<file path="config.mk">
export PLATFORM = sky130hd
export DESIGN_NAME = pipeline_sequencer
export DESIGN_NICKNAME = d
export VERILOG_FILES = /design/src/rtl/pipeline_sequencer.sv
export SDC_FILE = /design/constraint.sdc
export NUM_CORES = 1
export LEC_CHECK = 0
export ABC_AREA = 1
export BUFFER_PORTS_ARGS = -buffer_cell sky130_fd_sc_hd__buf_2
export CORE_MARGIN = 1.5
export CORE_UTILIZATION = 40
export CTS_CLUSTER_SIZE = 28
export DETAILED_ROUTE_END_ITERATION = 10
export PLACE_DENSITY = 0.71
export SLEW_MARGIN = 5
export SYNTH_ARGS = -nofsm -noshare
export SYNTH_HDL_FRONTEND = slang
export SYNTH_SLANG_ARGS = --single-unit
</file>
<file path="constraint.sdc">
create_clock -name clk -period 1.5 [get_ports clk]
set_input_delay 0 -clock clk [delete_from_list [all_inputs] [get_ports clk]]
set_output_delay 0 -clock clk [all_outputs]
set_load 0.02 [all_outputs]
</file>
<file path="src/rtl/pipeline_sequencer.sv">
// pipeline_sequencer
// Run/stall/flush sequencer for the 5-stage RV32I pipeline. It sits beside the
// opcode decoder and owns the processor life cycle:
// IDLE -> RUN -> DRAIN -> DONE, or FAULT.
// Stage enables and flushes are Mealy outputs, so a stall or flush takes
// effect in the same cycle as the condition that causes it.
// Optional feature: define PIPELINE_SEQUENCER_PERF_CNT_EN to add saturating
// cycle/stall/flush performance counters (cycle_cnt, stall_cnt, flush_cnt).
module pipeline_sequencer #(
  parameter int DRAIN_CYCLES = 4
`ifdef PIPELINE_SEQUENCER_PERF_CNT_EN
  ,
  parameter int CNT_W = 32
`endif
) (
  input  logic       clk,
  input  logic       rstN,
  input  logic       start,
  input  logic       endProcess,
  input  logic       error,
  input  logic       memRead_ex,
  input  logic [4:0] rd_ex,
  input  logic [4:0] rs1_id,
  input  logic       use_rs1_id,
  input  logic [4:0] rs2_id,
  input  logic       use_rs2_id,
  input  logic       redirect_ex,
  input  logic       mem_busy,
  output logic       pc_clear,
  output logic       pc_en,
  output logic       ifid_en,
  output logic       ifid_flush,
  output logic       idex_en,
  output logic       idex_flush,
  output logic       exmem_en,
  output logic       cu_enable,
  output logic       running,
  output logic       done,
  output logic       fault
`ifdef PIPELINE_SEQUENCER_PERF_CNT_EN
  ,
  output logic [CNT_W-1:0] cycle_cnt,
  output logic [CNT_W-1:0] stall_cnt,
  output logic [CNT_W-1:0] flush_cnt
`endif
);

  // Drain counter is wide enough to hold DRAIN_CYCLES-1 (at least one bit).
  localparam int DW = (DRAIN_CYCLES > 1) ? $clog2(DRAIN_CYCLES) : 1;
  localparam logic [DW-1:0] DRAIN_LOAD = DW'(DRAIN_CYCLES - 1);

  typedef enum logic [2:0] {
    ST_IDLE  = 3'd0,
    ST_RUN   = 3'd1,
    ST_DRAIN = 3'd2,
    ST_DONE  = 3'd3,
    ST_FAULT = 3'd4
  } state_t;

  state_t        state_r;
  state_t        state_nxt_s;
  logic [DW-1:0] cnt_r;
  logic [DW-1:0] cnt_nxt_s;
  logic          load_use_s;

  // Load in EX feeding a register the ID instruction actually reads; x0 never hazards.
  assign load_use_s = memRead_ex && (rd_ex != 5'd0) &&
                      ((use_rs1_id && (rs1_id == rd_ex)) ||
                       (use_rs2_id && (rs2_id == rd_ex)));

  // Next-state decode and Mealy stage controls, RUN cases in strict priority order.
  always_comb begin
    state_nxt_s = state_r;
    cnt_nxt_s   = cnt_r;
    pc_clear    = 1'b0;
    pc_en       = 1'b0;
    ifid_en     = 1'b0;
    ifid_flush  = 1'b0;
    idex_en     = 1'b0;
    idex_flush  = 1'b0;
    exmem_en    = 1'b0;
    cu_enable   = 1'b0;
    running     = 1'b0;
    done        = 1'b0;
    fault       = 1'b0;
    case (state_r)
      ST_IDLE, ST_DONE: begin
        done = (state_r == ST_DONE);
        if (start) begin
          state_nxt_s = ST_RUN;
          pc_clear    = 1'b1;
          ifid_flush  = 1'b1;
          idex_flush  = 1'b1;
        end else begin
          state_nxt_s = state_r;
        end
      end
      ST_RUN: begin
        running = 1'b1;
        if (mem_busy) begin
          // Full freeze: every stage holds, pending redirect/hazard is re-seen later.
          state_nxt_s = ST_RUN;
        end else if (error) begin
          // Illegal opcode wins even on a wrong path; the compiler must pad.
          state_nxt_s = ST_FAULT;
        end else if (redirect_ex) begin
          // Squash the wrong-path IF and ID instructions; their status is ignored.
          pc_en      = 1'b1;
          ifid_en    = 1'b1;
          ifid_flush = 1'b1;
          idex_en    = 1'b1;
          idex_flush = 1'b1;
          exmem_en   = 1'b1;
          cu_enable  = 1'b1;
        end else if (load_use_s) begin
          // Hold PC and IF/ID, insert one bubble into ID/EX.
          idex_en    = 1'b1;
          idex_flush = 1'b1;
          exmem_en   = 1'b1;
        end else if (endProcess) begin
          state_nxt_s = ST_DRAIN;
          cnt_nxt_s   = DRAIN_LOAD;
          ifid_en     = 1'b1;
          ifid_flush  = 1'b1;
          idex_en     = 1'b1;
          exmem_en    = 1'b1;
          cu_enable   = 1'b1;
        end else begin
          pc_en     = 1'b1;
          ifid_en   = 1'b1;
          idex_en   = 1'b1;
          exmem_en  = 1'b1;
          cu_enable = 1'b1;
        end
      end
      ST_DRAIN: begin
        running = 1'b1;
        if (mem_busy) begin
          // Freeze and hold the drain count until memory is ready.
          cnt_nxt_s = cnt_r;
        end else begin
          // Feed NOPs into IF/ID while the in-flight instructions retire.
          ifid_en    = 1'b1;
          ifid_flush = 1'b1;
          idex_en    = 1'b1;
          exmem_en   = 1'b1;
          if (cnt_r == {DW{1'b0}}) begin
            state_nxt_s = ST_DONE;
          end else begin
            cnt_nxt_s = cnt_r - DW'(1'b1);
          end
        end
      end
      ST_FAULT: begin
        fault       = 1'b1;
        state_nxt_s = ST_FAULT;
      end
      default: begin
        // Corrupted state register: park safely until reset.
        fault       = 1'b1;
        state_nxt_s = ST_FAULT;
      end
    endcase
  end

  // Life-cycle state and drain counter, synchronous active-low reset.
  always_ff @(posedge clk) begin
    if (!rstN) begin
      state_r <= ST_IDLE;
      cnt_r   <= {DW{1'b0}};
    end else begin
      state_r <= state_nxt_s;
      cnt_r   <= cnt_nxt_s;
    end
  end

`ifdef PIPELINE_SEQUENCER_PERF_CNT_EN
  logic enter_run_s;
  logic busy_s;
  logic stall_evt_s;
  logic flush_evt_s;

  // Counter events, matching the RUN priority so overridden cases are not counted.
  always_comb begin
    busy_s      = (state_r == ST_RUN) || (state_r == ST_DRAIN);
    enter_run_s = ((state_r == ST_IDLE) || (state_r == ST_DONE)) && start;
    stall_evt_s = (busy_s && mem_busy) ||
                  ((state_r == ST_RUN) && !mem_busy && !error && !redirect_ex && load_use_s);
    flush_evt_s = (state_r == ST_RUN) && !mem_busy && !error && redirect_ex;
  end

  // Saturating performance counters, cleared on reset and on every new run.
  always_ff @(posedge clk) begin
    if (!rstN || enter_run_s) begin
      cycle_cnt <= {CNT_W{1'b0}};
      stall_cnt <= {CNT_W{1'b0}};
      flush_cnt <= {CNT_W{1'b0}};
    end else begin
      if (busy_s && (cycle_cnt != {CNT_W{1'b1}})) begin
        cycle_cnt <= cycle_cnt + CNT_W'(1'b1);
      end else begin
        cycle_cnt <= cycle_cnt;
      end
      if (stall_evt_s && (stall_cnt != {CNT_W{1'b1}})) begin
        stall_cnt <= stall_cnt + CNT_W'(1'b1);
      end else begin
        stall_cnt <= stall_cnt;
      end
      if (flush_evt_s && (flush_cnt != {CNT_W{1'b1}})) begin
        flush_cnt <= flush_cnt + CNT_W'(1'b1);
      end else begin
        flush_cnt <= flush_cnt;
      end
    end
  end
`endif

endmodule

</file>
==> run metrics <==
gr busiest metal=met2; CTS sink cnt=5; crit path launch type=flop; maxcap violations=0; Layout fillers=175; Hold Path Origin=rstN; core area=1560 µm²; Post-CTS Hold Buffers=0; Site Rows=14; Max IR drop VDD=0.000831 V; commonest non-fill, non-tap cells in the layout=46 x nand2_1, 35 x buf_2, 23 x inv_1; dpl hpwl=1.42 mm; Clk Latency, worst-skew pair=between 0.2 and 0.25 ns; H-Tree Level Count=1; number of synthesized register bits=5; syn avg cell area=5.00 µm²; die area=1970 µm²; maximum fanout along the worst path=5; synthesized area=686 µm²; Hold Crit Class=input port to flop; Total Routed Length=1.68 mm; most common cell after layout, fill and taps aside=nand2_1; worst clock skew=0.0000923 ns; Final min period=about 1.4 ns; P per Cell Area=1070 nW/µm²; Yosys cell types=23; achievable frequency=712 MHz; die width=44.4 µm; pre-CTS setup slack=0.181 ns; Max-slew headroom=84.9%; worst r2r src=state_r[1]; die height=44.4 µm; via count=872; Sw Share=about half; CTS root buf=clkbuf_4; DRT antenna net count=0; Cells after Synth=137; Clock power frac=15.1%; via count of the first global-routing pass=just under 800; Setup violations, final=0; fraction of layout cells with a size suffix above 1=32.6%; final worst-path cycle share=93.6%; Final TNS setup=0 ns; initial antenna violation count=0; RSZ-0062 raised after global routing=no; P_sw=0.000482 W; slowest stage delay, CP=0.32 ns; Detailed Route Iter0 Violations=20; met3 Track Usage GR=0%; Critical Path Sink Type=primary output; drt drc=0; Req. time, crit path=1.50 ns; PortBufs=35; Starting Density=44.0%; maximum clock path buffer count=2; Pint=0.000511 W; Final Hold Viols=0; grt met2 use=33.2%; Congestion Overflow GR=0; GPL Wtd Cong=between 0.8 and 0.9; Data arrival, critical path=about 1.4 ns; I/O pins=36; n_diodes=0; largest net degree at the start of global routing=7; Final WS setup=0.0961 ns; WL/cell=slightly below 9 µm; Comb power frac=around 65%; met1 Usage GRT=24.9%; area grow syn2layout=35.6%; Reg power frac=20.3%; Tot GR Track Use=18.7%; Worst Tran Pin Value=0.224 ns; TritonCTS Buffers=3; clk slew on worst S/H paths=0.04 ns; First-pass DRT Iterations=6; register area share after synthesis=roughly 15%; layout net count=~200; CTS tree=built; crit path max-delay cell type=dfxtp_1; syn_nets=roughly 160; Max Slew Vio Count=0; CP Launch Point=state_r[1]; leakage dissipation=0.609 nW; status=complete, no violations; crit path kind=flop to primary output; Critical Path, Cell by Cell=inv_2 -> nand2_2 -> nor2_4 -> nand2_4 -> a21oi_4 -> o21ai_0 -> inv_1 -> buf_2; vias per cell=4.57; global-route wire length before repair=2.88 mm; Yosys warnings=0
path summary, 6_finish.rpt:
check                             endpoint  slack, ns  depth (start not counted)
worst min-delay path            state_r[0]       0.04                          3
worst max register to register    cnt_r[1]       0.14                         12
worst max-delay path                 pc_en        0.1                          8
worst min register to register  state_r[1]       0.52                          2
cell usage after synthesis:
master	instances	area (µm²)
o31ai_1	1	7.51
clkinv_1	2	7.51
nand3_1	9	45.0
o21ai_1	2	10.0
nor3b_2	1	12.5
nor3_1	1	5.00
dfxtp_1	5	100
nand2_1	46	173
a21boi_0	1	7.51
nand3_2	1	10.0
nand4_1	3	18.8
ha_1	1	12.5
inv_2	4	15.0
nor2_1	21	78.8
nor2_4	1	11.3
buf_4	1	7.51
nor2_2	2	12.5
o21ai_0	3	15.0
clkbuf_1	1	3.75
a21oi_1	3	15.0
inv_1	24	90.1
a21oi_2	1	8.76
nand2_2	3	18.8
state kept, by name, indices dropped and copies added (netlist names):
signal,cells
cnt_r,2
state_r,3
worst max-delay path, delay by kind of cell, from the launching register on:
| family | cells | cell delay (ns) |
|---|---|---|
| AO/OA/AOI/OAI | 2 | 0.26 |
| buffers and inverters | 3 | 0.28 |
| flip-flops | 1 | 0.32 |
| AND/OR/NAND/NOR | 3 | 0.31 |
layout make-up:
cell class                      count  area, µm²  share of cell area (%)
Clock buffer                        4       26.3                    2.83
Multi-Input combinational cell    100        487                    52.4
Tap cell                           16       20.0                    2.15
Sequential cell                     5        101                    10.9
Timing Repair Buffer               36        183                    19.7
Inverter                           30        113                    12.1
power groups by stage:
stage,Combinational [W],Clock [W],Sequential [W]
after global placement,0.000602,0,0.000198
after detailed placement,0.000606,0,0.000200
after CTS,0.000612,0.000159,0.000198
final,0.000642,0.000150,0.000201
after floorplan,0.000451,0,0.000195
after global routing,0.000721,0.000162,0.000205
cells by family after synthesis:
| logic type | Yosys count | synth area share, % |
|---|---|---|
| AO/OA/AOI/OAI | 11 | 9.31 |
| buffers and inverters | 32 | 18.1 |
| AND/OR/NAND/NOR | 88 | 56.2 |
| flip-flops | 5 | 14.6 |
| adder cells (fa/ha/maj) | 1 | 1.82 |
routing by layer:
metal	vias to the layer above	part of all wire, %
met2	18	49
met1	366	48
met5	-	0
li1	488	-
met3	0	3.2
met4	0	0
per-stage QoR:
stage / cell area, µm² / hold WS (ns) / total power [W] / instances / util [%]
floorplan: 686 / 0.121 / 0.000646 / 137 / -
global placement: 870 / 0.279 / 0.000799 / 186 / 55.8
detailed placement: 870 / 0.284 / 0.000806 / 186 / 55.8
CTS: 903 / 0.0319 / 0.000969 / 190 / 57.9
global route: 930 / 0.0377 / 0.00109 / 191 / 59.6
finish: 930 / 0.0367 / 0.000993 / 191 / 59.6
repair_timing:
item                                   in CTS  in global routing
setup endpoints to repair                   1                  6
gates resized for setup                     1                  8
pin swaps                                   0                  3
setup buffers                               0                  1
endpoints found under the hold margin       0                  0
Note: power is estimated with default switching activity, not from simulation.
